===== src/rtl/crc_serial_if.sv =====
// crc_serial_if: control strobes and status bundle of the serial CRC engine.
interface crc_serial_if #(
  parameter int CRC_WIDTH   = 16,
  parameter int COUNT_WIDTH = 12
);
  logic                   clear;
  logic                   shift_en;
  logic                   serial_in;
  logic                   send_crc;
  logic                   serial_out;
  logic                   crc_busy;
  logic                   crc_done;
  logic                   pass;
  logic [CRC_WIDTH-1:0]   crc_value;
  logic [COUNT_WIDTH-1:0] bit_count;
  modport master (
    output clear, shift_en, serial_in, send_crc,
    input  serial_out, crc_busy, crc_done, pass, crc_value, bit_count
  );
  modport slave (
    input  clear, shift_en, serial_in, send_crc,
    output serial_out, crc_busy, crc_done, pass, crc_value, bit_count
  );
endinterface


===== src/rtl/crc_serial_unit.sv =====
// crc_serial_unit: MSB-first serial CRC checker/generator that can shift out its complemented CRC.
module crc_serial_unit #(
  parameter int                   CRC_WIDTH   = 16,
  parameter logic [CRC_WIDTH-1:0] POLY        = 16'h8005,
  parameter logic [CRC_WIDTH-1:0] INIT        = '1,
  parameter logic [CRC_WIDTH-1:0] RESIDUAL    = 16'h800D,
  parameter int                   COUNT_WIDTH = 12
) (
  input logic         clk,
  input logic         rst,
  crc_serial_if.slave bus
);
  localparam int EW = $clog2(CRC_WIDTH + 1);
  localparam logic [0:0] ACCUM = 1'b0;
  localparam logic [0:0] EMIT  = 1'b1;
  logic [0:0]             state;
  logic [CRC_WIDTH-1:0]   crc;
  logic [CRC_WIDTH-1:0]   shadow;
  logic [CRC_WIDTH-1:0]   crc_next;
  logic [COUNT_WIDTH-1:0] cnt;
  logic [EW-1:0]          ecnt;
  logic                   done;
  logic                   din;
  logic                   fb;
  // While emitting, the register eats its own output so it ends on the residual.
  assign din      = (state == EMIT) ? shadow[CRC_WIDTH-1] : bus.serial_in;
  assign fb       = crc[CRC_WIDTH-1] ^ din;
  assign crc_next = {crc[CRC_WIDTH-2:0], 1'b0} ^ (fb ? POLY : '0);
  always_ff @(posedge clk) begin
    if (rst || bus.clear) begin
      state  <= ACCUM;
      crc    <= INIT;
      shadow <= '0;
      cnt    <= '0;
      ecnt   <= '0;
      done   <= 1'b0;
    end else begin
      done <= 1'b0;
      if (state == ACCUM) begin
        if (bus.send_crc) begin
          shadow <= ~crc;
          ecnt   <= EW'(CRC_WIDTH - 1);
          state  <= EMIT;
        end else if (bus.shift_en) begin
          crc <= crc_next;
          if (!(&cnt)) cnt <= cnt + COUNT_WIDTH'(1);
        end
      end else if (bus.shift_en) begin
        shadow <= shadow << 1;
        crc    <= crc_next;
        if (ecnt == '0) begin
          state <= ACCUM;
          done  <= 1'b1;
        end else begin
          ecnt <= ecnt - EW'(1);
        end
      end
    end
  end
  assign bus.serial_out = (state == EMIT) && shadow[CRC_WIDTH-1];
  assign bus.crc_busy   = (state == EMIT);
  assign bus.crc_done   = done;
  assign bus.pass       = (crc == RESIDUAL);
  assign bus.crc_value  = crc;
  assign bus.bit_count  = cnt;
endmodule


===== src/flat_wrapper.sv =====
// flat-port wrapper written by rule: the top's interface ports become plain ports
module crc_serial_unit_flat 
#(
  parameter int                   CRC_WIDTH   = 16,
  parameter logic [CRC_WIDTH-1:0] POLY        = 16'h8005,
  parameter logic [CRC_WIDTH-1:0] INIT        = '1,
  parameter logic [CRC_WIDTH-1:0] RESIDUAL    = 16'h800D,
  parameter int                   COUNT_WIDTH = 12
)
  (clk, rst, bus_clear, bus_shift_en, bus_serial_in, bus_send_crc, bus_serial_out, bus_crc_busy, bus_crc_done, bus_pass, bus_crc_value, bus_bit_count);
  crc_serial_if #(.CRC_WIDTH(CRC_WIDTH), .COUNT_WIDTH(COUNT_WIDTH)) bus_i ();
  input logic clk;
  input logic rst;
  input wire logic [$bits(bus_i.clear)-1:0] bus_clear;
  input wire logic [$bits(bus_i.shift_en)-1:0] bus_shift_en;
  input wire logic [$bits(bus_i.serial_in)-1:0] bus_serial_in;
  input wire logic [$bits(bus_i.send_crc)-1:0] bus_send_crc;
  output wire logic [$bits(bus_i.serial_out)-1:0] bus_serial_out;
  output wire logic [$bits(bus_i.crc_busy)-1:0] bus_crc_busy;
  output wire logic [$bits(bus_i.crc_done)-1:0] bus_crc_done;
  output wire logic [$bits(bus_i.pass)-1:0] bus_pass;
  output wire logic [$bits(bus_i.crc_value)-1:0] bus_crc_value;
  output wire logic [$bits(bus_i.bit_count)-1:0] bus_bit_count;
  assign bus_i.clear = bus_clear;
  assign bus_i.shift_en = bus_shift_en;
  assign bus_i.serial_in = bus_serial_in;
  assign bus_i.send_crc = bus_send_crc;
  assign bus_serial_out = bus_i.serial_out;
  assign bus_crc_busy = bus_i.crc_busy;
  assign bus_crc_done = bus_i.crc_done;
  assign bus_pass = bus_i.pass;
  assign bus_crc_value = bus_i.crc_value;
  assign bus_bit_count = bus_i.bit_count;
  crc_serial_unit #(.CRC_WIDTH(CRC_WIDTH), .POLY(POLY), .INIT(INIT), .RESIDUAL(RESIDUAL), .COUNT_WIDTH(COUNT_WIDTH)) u_core (.clk(clk), .rst(rst), .bus(bus_i));
endmodule

===== config.mk =====
export PLATFORM = sky130hd
export DESIGN_NAME = crc_serial_unit_flat
export DESIGN_NICKNAME = d
export VERILOG_FILES = /design/src/rtl/crc_serial_if.sv /design/src/rtl/crc_serial_unit.sv /design/src/flat_wrapper.sv
export SDC_FILE = /design/constraint.sdc
export NUM_CORES = 1
export LEC_CHECK = 0
export ABC_AREA = 1
export CORE_ASPECT_RATIO = 1.1
export CORE_MARGIN = 2
export CORE_UTILIZATION = 48
export CTS_CLUSTER_SIZE = 25
export DETAILED_ROUTE_END_ITERATION = 8
export PLACE_DENSITY = 0.74
export SLEW_MARGIN = 20
export SYNTH_ARGS = -nofsm -noshare
export SYNTH_HDL_FRONTEND = slang
export SYNTH_SLANG_ARGS = --single-unit

===== constraint.sdc =====
create_clock -name clk -period 1.35 [get_ports clk]
set_clock_uncertainty 0.05 [all_clocks]
set_input_delay 0.27 -clock clk [delete_from_list [all_inputs] [get_ports clk]]
set_output_delay 0.27 -clock clk [all_outputs]
set_load 0.01 [all_outputs]

## Yosys cells after proc, flatten, opt, wreduce, memory -nomap -nowiden

Index checks and enable logic that the tools add are counted.

| cells by class | value |
|---|---|
| add/sub/neg operators | 2 |
| equality and inequality tests | 4 |
| muxes and demuxes | 17 |
| bitwise logic cells | 7 |
| reductions and logical operators | 9 |

Operators by type and width:

| operator | number |
|---|---|
| 16-bit 2-to-1 mux | 7 |
| 5-bit 2-to-1 mux | 4 |
| 16-bit == test (second input constant) | 1 |
| 16-bit NOT | 1 |
| 16-bit XOR | 1 |
| 12-bit by 1-bit adder with 12-bit output (second input constant) | 1 |
| 12-bit AND reduction | 1 |
| 1-bit 2-to-1 mux | 6 |
| 5-bit logical NOT | 1 |
| 5-bit by 1-bit subtractor with 5-bit output (second input constant) | 1 |
| 2-bit inequality test (second input constant) | 2 |
| 1-bit NOT | 4 |
| 4-bit AND reduction | 1 |
| 3-bit AND reduction | 1 |
| 3-bit OR reduction | 1 |
| 2-bit by 1-bit inequality test with 1-bit output (second input constant) | 1 |
| 2-bit AND reduction | 1 |
| 2-bit nonzero test | 1 |
| 1-bit logical AND | 1 |
| 1-bit logical OR | 1 |
| 1-bit XOR | 1 |

| storage, ports and cells | value |
|---|---|
| bits in registers | 51 |
| input port bits | 6 |
| output and inout bits | 32 |
| logic and storage cells | 45 |

## Depth between registers and ports, before layout

| depth | value |
|---|---|
| depth after elaboration | 7 |
| depth in mapped cells | 9 |
| depth with buffers taken out | 9 |

## Worst setup path after synthesis

Ideal clock, no wire load.

| timing | value |
|---|---|
| path kind | reg-to-reg |
| start point | register u_core.cnt[0], in the netlist u_core.bus.bit_count[0] |
| end point | register u_core.cnt[3], in the netlist u_core.bus.bit_count[3] |
| setup time | 0.128 ns |
| arrival | 1.282 ns |
| data required time | 1.172 ns |
| path slack | -0.110 ns |
| stages on the path, launching flop included | 9 |
| buffers on the path | 0 |
| clock period less this slack | 1.460 ns |
| path through | dfxtp_1 > ha_1 > nand2_2 > nor2_4 > nand3_4 > nand2_4 > o21ai_0 > nand2_1 > nor2_1 |

| on the way | value |
|---|---|
| word-level cells in the longest chain between the ends | 3 |
| elaborated cells on any way between the ends | 4 |
| those cells by class | add/sub (1); bitwise (1); reduce/logical (2) |

RTL lines:

| element | line | source |
|---|---|---|
| start: declaration | crc_serial_unit.sv:20 | `logic [COUNT_WIDTH-1:0] cnt;` |
| start signal: assignment | crc_serial_unit.sv:46 | `if (!(&cnt)) cnt <= cnt + COUNT_WIDTH'(1);` |
| parallel branches: the longest is 3 deep, another holds 12-bit by 1-bit adder with 12-bit output | - |  |

Several ways; the timed one is not identified.
A chain may end at the register's enable or synchronous reset.

## Worst setup path in the final report

| timing | value |
|---|---|
| start point | register u_core.crc[5], in the netlist u_core.bus.crc_value[5] |
| end point | output bus_pass |

| on the way | value |
|---|---|
| word-level cells in the longest chain between the ends | 1 |

RTL lines:

| element | line | source |
|---|---|---|
| start: declaration | crc_serial_unit.sv:17 | `logic [CRC_WIDTH-1:0] crc;` |
| start signal: assignment | crc_serial_unit.sv:45 | `crc <= crc_next;` |
| start signal: assignment | crc_serial_unit.sv:50 | `crc <= crc_next;` |
| 16-bit == test | crc_serial_unit.sv:63 | `assign bus.pass = (crc == RESIDUAL);` |
| end: declaration | flat_wrapper.sv:21 | `output wire logic [$bits(bus_i.pass)-1:0] bus_pass;` |

Every way passes these cells.

==> results <==
- The total of warnings raised by yosys is 0.
- The worst path setup slack after routing is -0.250 ns.
- The mapped cell area is between 0.002 and 0.0025 mm².
- The share of the synthesized area in the top cell type is 0.412.
- The cell type with the highest aggregate area in the netlist is sky130_fd_sc_hd__dfxtp_1.
- The first global-routing pass estimated about 10 mm of wire.
- After floorplanning, the core was sized to cover ~0.005 mm².
- The flop and latch count out of synthesis is between 50 and 60.
- For this run, the top clock speed supported by timing is 0.625 GHz.
- Headroom to the max-slew limit came out at 0.811.
- Walking the worst path, the cells encountered are nor4b_4, nand4_1, nor2_1, buf_2.
- The floorplan die width is about 73 µm.
- No sink is reached through more buffers than the 2 on the longest clock path.
- In this run the power density over the cells is 878 mW/mm².
- The tree is rooted in a sky130_fd_sc_hd__clkbuf_8.
- The library cell used most frequently in the layout, excluding fill and tap cells, is sky130_fd_sc_hd__nand2_1.
- The fraction of layout cells with a size suffix above 1 is 0.375.
- The clock period minus worst slack is 1.60 ns.
- Once detail routing completed, the nets flagged for antenna violations numbered 0.
- The routed design has slightly below 7 mm of wire.
- The transition at the pin with the smallest max-transition slack is 0.283 ns.
- The checks that failed: setup timing.
- Setup violations remaining at the end of the flow were counted as 19.
- OpenSTA, run right after detailed placement, puts the worst setup slack at -0.406 ns.
- The number of hold buffers added after CTS was 0.
- The top-level port count is 38.
- The first detailed-routing pass ran for 4 iterations.
- The clock buffer count from CTS is 5.
- During placement, the flow inserted port buffers numbering 37.
- Across the run, the number of max-cap violations was 0.
- The deepest level of the CTS H-tree is 2.
- STA classifies the critical path startpoint as a flop.
- The wire-length estimate of the detail-placed layout is approximately 4.1 mm.
- The routed length per instance is around 14 µm.
- The number of core rows is 27.
- The async set-or-reset flop fraction in the synthesized netlist is 0.
- The die footprint is 0.00576 mm².
- The number of max-slew violations in the final report was 0.
- After the last flow step, the layout net total stands at between 400 and 500.
- The worst setup path is captured at a primary output.
- For the worst setup path, the data required time is a little over 1 ns.
- The sum of buffers and inverters on the critical path is 1.
- The clock reaches the later pin of the worst-skew pair after between 0.3 and 0.4 ns.
- The die boundary height is ~79 µm.
- Clock-pin slew was measured on the worst setup and hold paths at around 0.10 ns.
- The number of enable flip-flop cells after synthesis is 0.
- The critical path in this run is classified as flop to primary output.
- The largest stage delay on the critical path is roughly 0.35 ns.
- The clock net in this run drives a total of between 50 and 60 sinks.
- Entering global routing, the biggest net connects 33 pins.
- The flow ran to the end, but the final reports show violations.
- The leftover overflow at the end of global routing is 0.
- The largest individual stage delay along the critical path comes from the cell sky130_fd_sc_hd__dfxtp_2.
- In the global route stage, overall resource usage came out at 0.220.
- The DRC violations left is 0.
- Synthesis produced approximately 350 cells.
- The maximum fanout along the worst path is 2.
- Across the VDD grid, the largest voltage drop is around 640 µV.
- The instance count after placement with tap cells included is approximately 460.
- Setup repair after global routing could not meet its margin everywhere.
- The count of endpoints failing hold in the final timing report came to 0.
- The worst endpoint data arrival time is approximately 1.3 ns.
- The number of antenna diodes in the final layout is 0.
- In the synthesized netlist the dominant register cell turns out to be sky130_fd_sc_hd__dfxtp_1.
- The first routing iteration left approximately 140 violations.
- The average cell area after synthesis is 7.12 µm².
- The congestion estimate from routability-driven global placement came to approximately 0.80.
- The class of the worst hold path is flop to flop.
- The kind of cell with the highest combined delay along the critical path is simple AND/OR/NAND/NOR gates.
- The sequential element share of the synthesized area is 0.412.
- The number of antenna violations at the first check in global routing is 0.
- TritonCTS built the clock tree.
- In this run, distinct cell masters in the synthesized netlist total 31.
- By area the synthesized netlist is led by sky130_fd_sc_hd__dfxtp_1, sky130_fd_sc_hd__nand2_1, sky130_fd_sc_hd__a21oi_1.
- The via count of the first global-routing pass was 2,332.
- The initial core utilization is 0.496.
- Dividing the detail-routed via count by the number of cells gives 5.33.
- The part of the cycle the worst path needs is 1.19.
- Counting every net in the synthesized netlist gives about 360.
- The layout overhead on the synthesized area is 45.3%.
- Once layout is complete, the cells apart from fillers number 485.
- The top cell types in the final layout, fill and taps aside, are sky130_fd_sc_hd__nand2_1, sky130_fd_sc_hd__buf_4, sky130_fd_sc_hd__a21oi_1.
- The total via count in the routed design is between 2,000 and 3,000.
- The leakage power of the design is ~1.6 nW.
[final cells by class]
cell class | count | area (µm²)
clock inverter | 1 | 5.00
timing repair buffer | 96 | 821
sequential | 51 | 1050
tap | 58 | 72.6
inverter | 28 | 115
multi-input combinational | 244 | 1430
fill | 382 | 1400
clock buffer | 7 | 108
[worst reg2reg max path: stages (launching register included)]
cell,delay [ns]
sky130_fd_sc_hd__dfxtp_4,0.36
sky130_fd_sc_hd__ha_4,0.16
sky130_fd_sc_hd__nand2_4,0.08
sky130_fd_sc_hd__nor2_4,0.05
sky130_fd_sc_hd__nand3_4,0.12
sky130_fd_sc_hd__nand2_8,0.09
sky130_fd_sc_hd__buf_12,0.13
sky130_fd_sc_hd__nor2_4,0.12
sky130_fd_sc_hd__nand2_1,0.08
sky130_fd_sc_hd__a21oi_2,0.10
[per-layer routing]
metal | global-route usage | up-vias | share of wire
met4 | 0.0667 | 0 | 0.013
met1 | 0.256 | 1223 | 0.42
met3 | 0.0419 | 9 | 0.050
met5 | 0 | - | 0
met2 | 0.402 | 72 | 0.52
li1 | - | 1280 | -
[logic make-up (layout without fill, tap and decap cells)]
group / Yosys count / count (layout) / share of synthesized area
AOI/OAI and AO/OA: 69 / 69 / 0.145
DFF: 51 / 51 / 0.412
and+or+nand+nor: 167 / 168 / 0.308
buffers and inverters: 54 / 132 / 0.107
xor gates and xnor gates: 5 / 5 / 0.0177
adders and majority gates: 2 / 2 / 0.0101
[registers in the layout, summed over array words and instances, names as in the netlist]
register,cells
u_core.bus.crc_done,1
u_core.shadow,16
u_core.bus.crc_busy,1
u_core.bus.crc_value,16
u_core.ecnt,5
u_core.bus.bit_count,12
[stage by stage]
step                hold slack (ns)  utilization  area, µm²  setup TNS (ns)  power, W
finish                        0.436        0.720       3600          -0.698   0.00316
floorplan                     0.389            -       2500               0   0.00186
detailed placement            0.405        0.630       3150          -10.03   0.00202
global route                  0.459        0.720       3600           -2.00   0.00329
CTS                           0.421        0.669       3340          -0.552   0.00306
global placement              0.397        0.630       3150           -9.37   0.00202
[power breakdown]
group | internal (W) | total, W | switching [W] | leakage, nW
logic | 0.000239 | 0.000524 | 0.000285 | 1.14
registers | 0.00155 | 0.00158 | 0.0000329 | 0.415
clock network | 0.000526 | 0.00106 | 0.000529 | 0.0594
[final timing paths]
kind                            depth (start not counted)                    start                       to  slack, ns
worst max-delay path                                    4  u_core.bus.crc_value[5]                 bus_pass      -0.25
worst min-delay path                                    2           u_core.ecnt[0]           u_core.ecnt[0]       0.44
worst max register to register                          9  u_core.bus.bit_count[0]  u_core.bus.bit_count[0]      -0.05
worst min register to register                          2           u_core.ecnt[0]           u_core.ecnt[0]       0.44
[synth_stat cells, types with 4 or more instances]
library cell                n
sky130_fd_sc_hd__nand3_1   25
sky130_fd_sc_hd__nor2_1    27
sky130_fd_sc_hd__nand2_2    5
sky130_fd_sc_hd__dfxtp_1   51
sky130_fd_sc_hd__nand4_1    4
sky130_fd_sc_hd__buf_4     14
sky130_fd_sc_hd__nand2_1   89
sky130_fd_sc_hd__a21oi_1   40
sky130_fd_sc_hd__clkbuf_1   7
sky130_fd_sc_hd__inv_1     24
sky130_fd_sc_hd__o21ai_0   20
sky130_fd_sc_hd__buf_2      4
sky130_fd_sc_hd__a31oi_1    4
[repair_timing]
| item | in CTS | in global routing |
|---|---|---|
| resized for setup | 89 | 72 |
| gates cloned | 1 | 1 |
| pin swaps | 11 | 27 |
| endpoints found under the setup margin | 59 | 63 |
| buffers inserted | 3 | 12 |
Note: power is estimated with default switching activity, not from simulation.
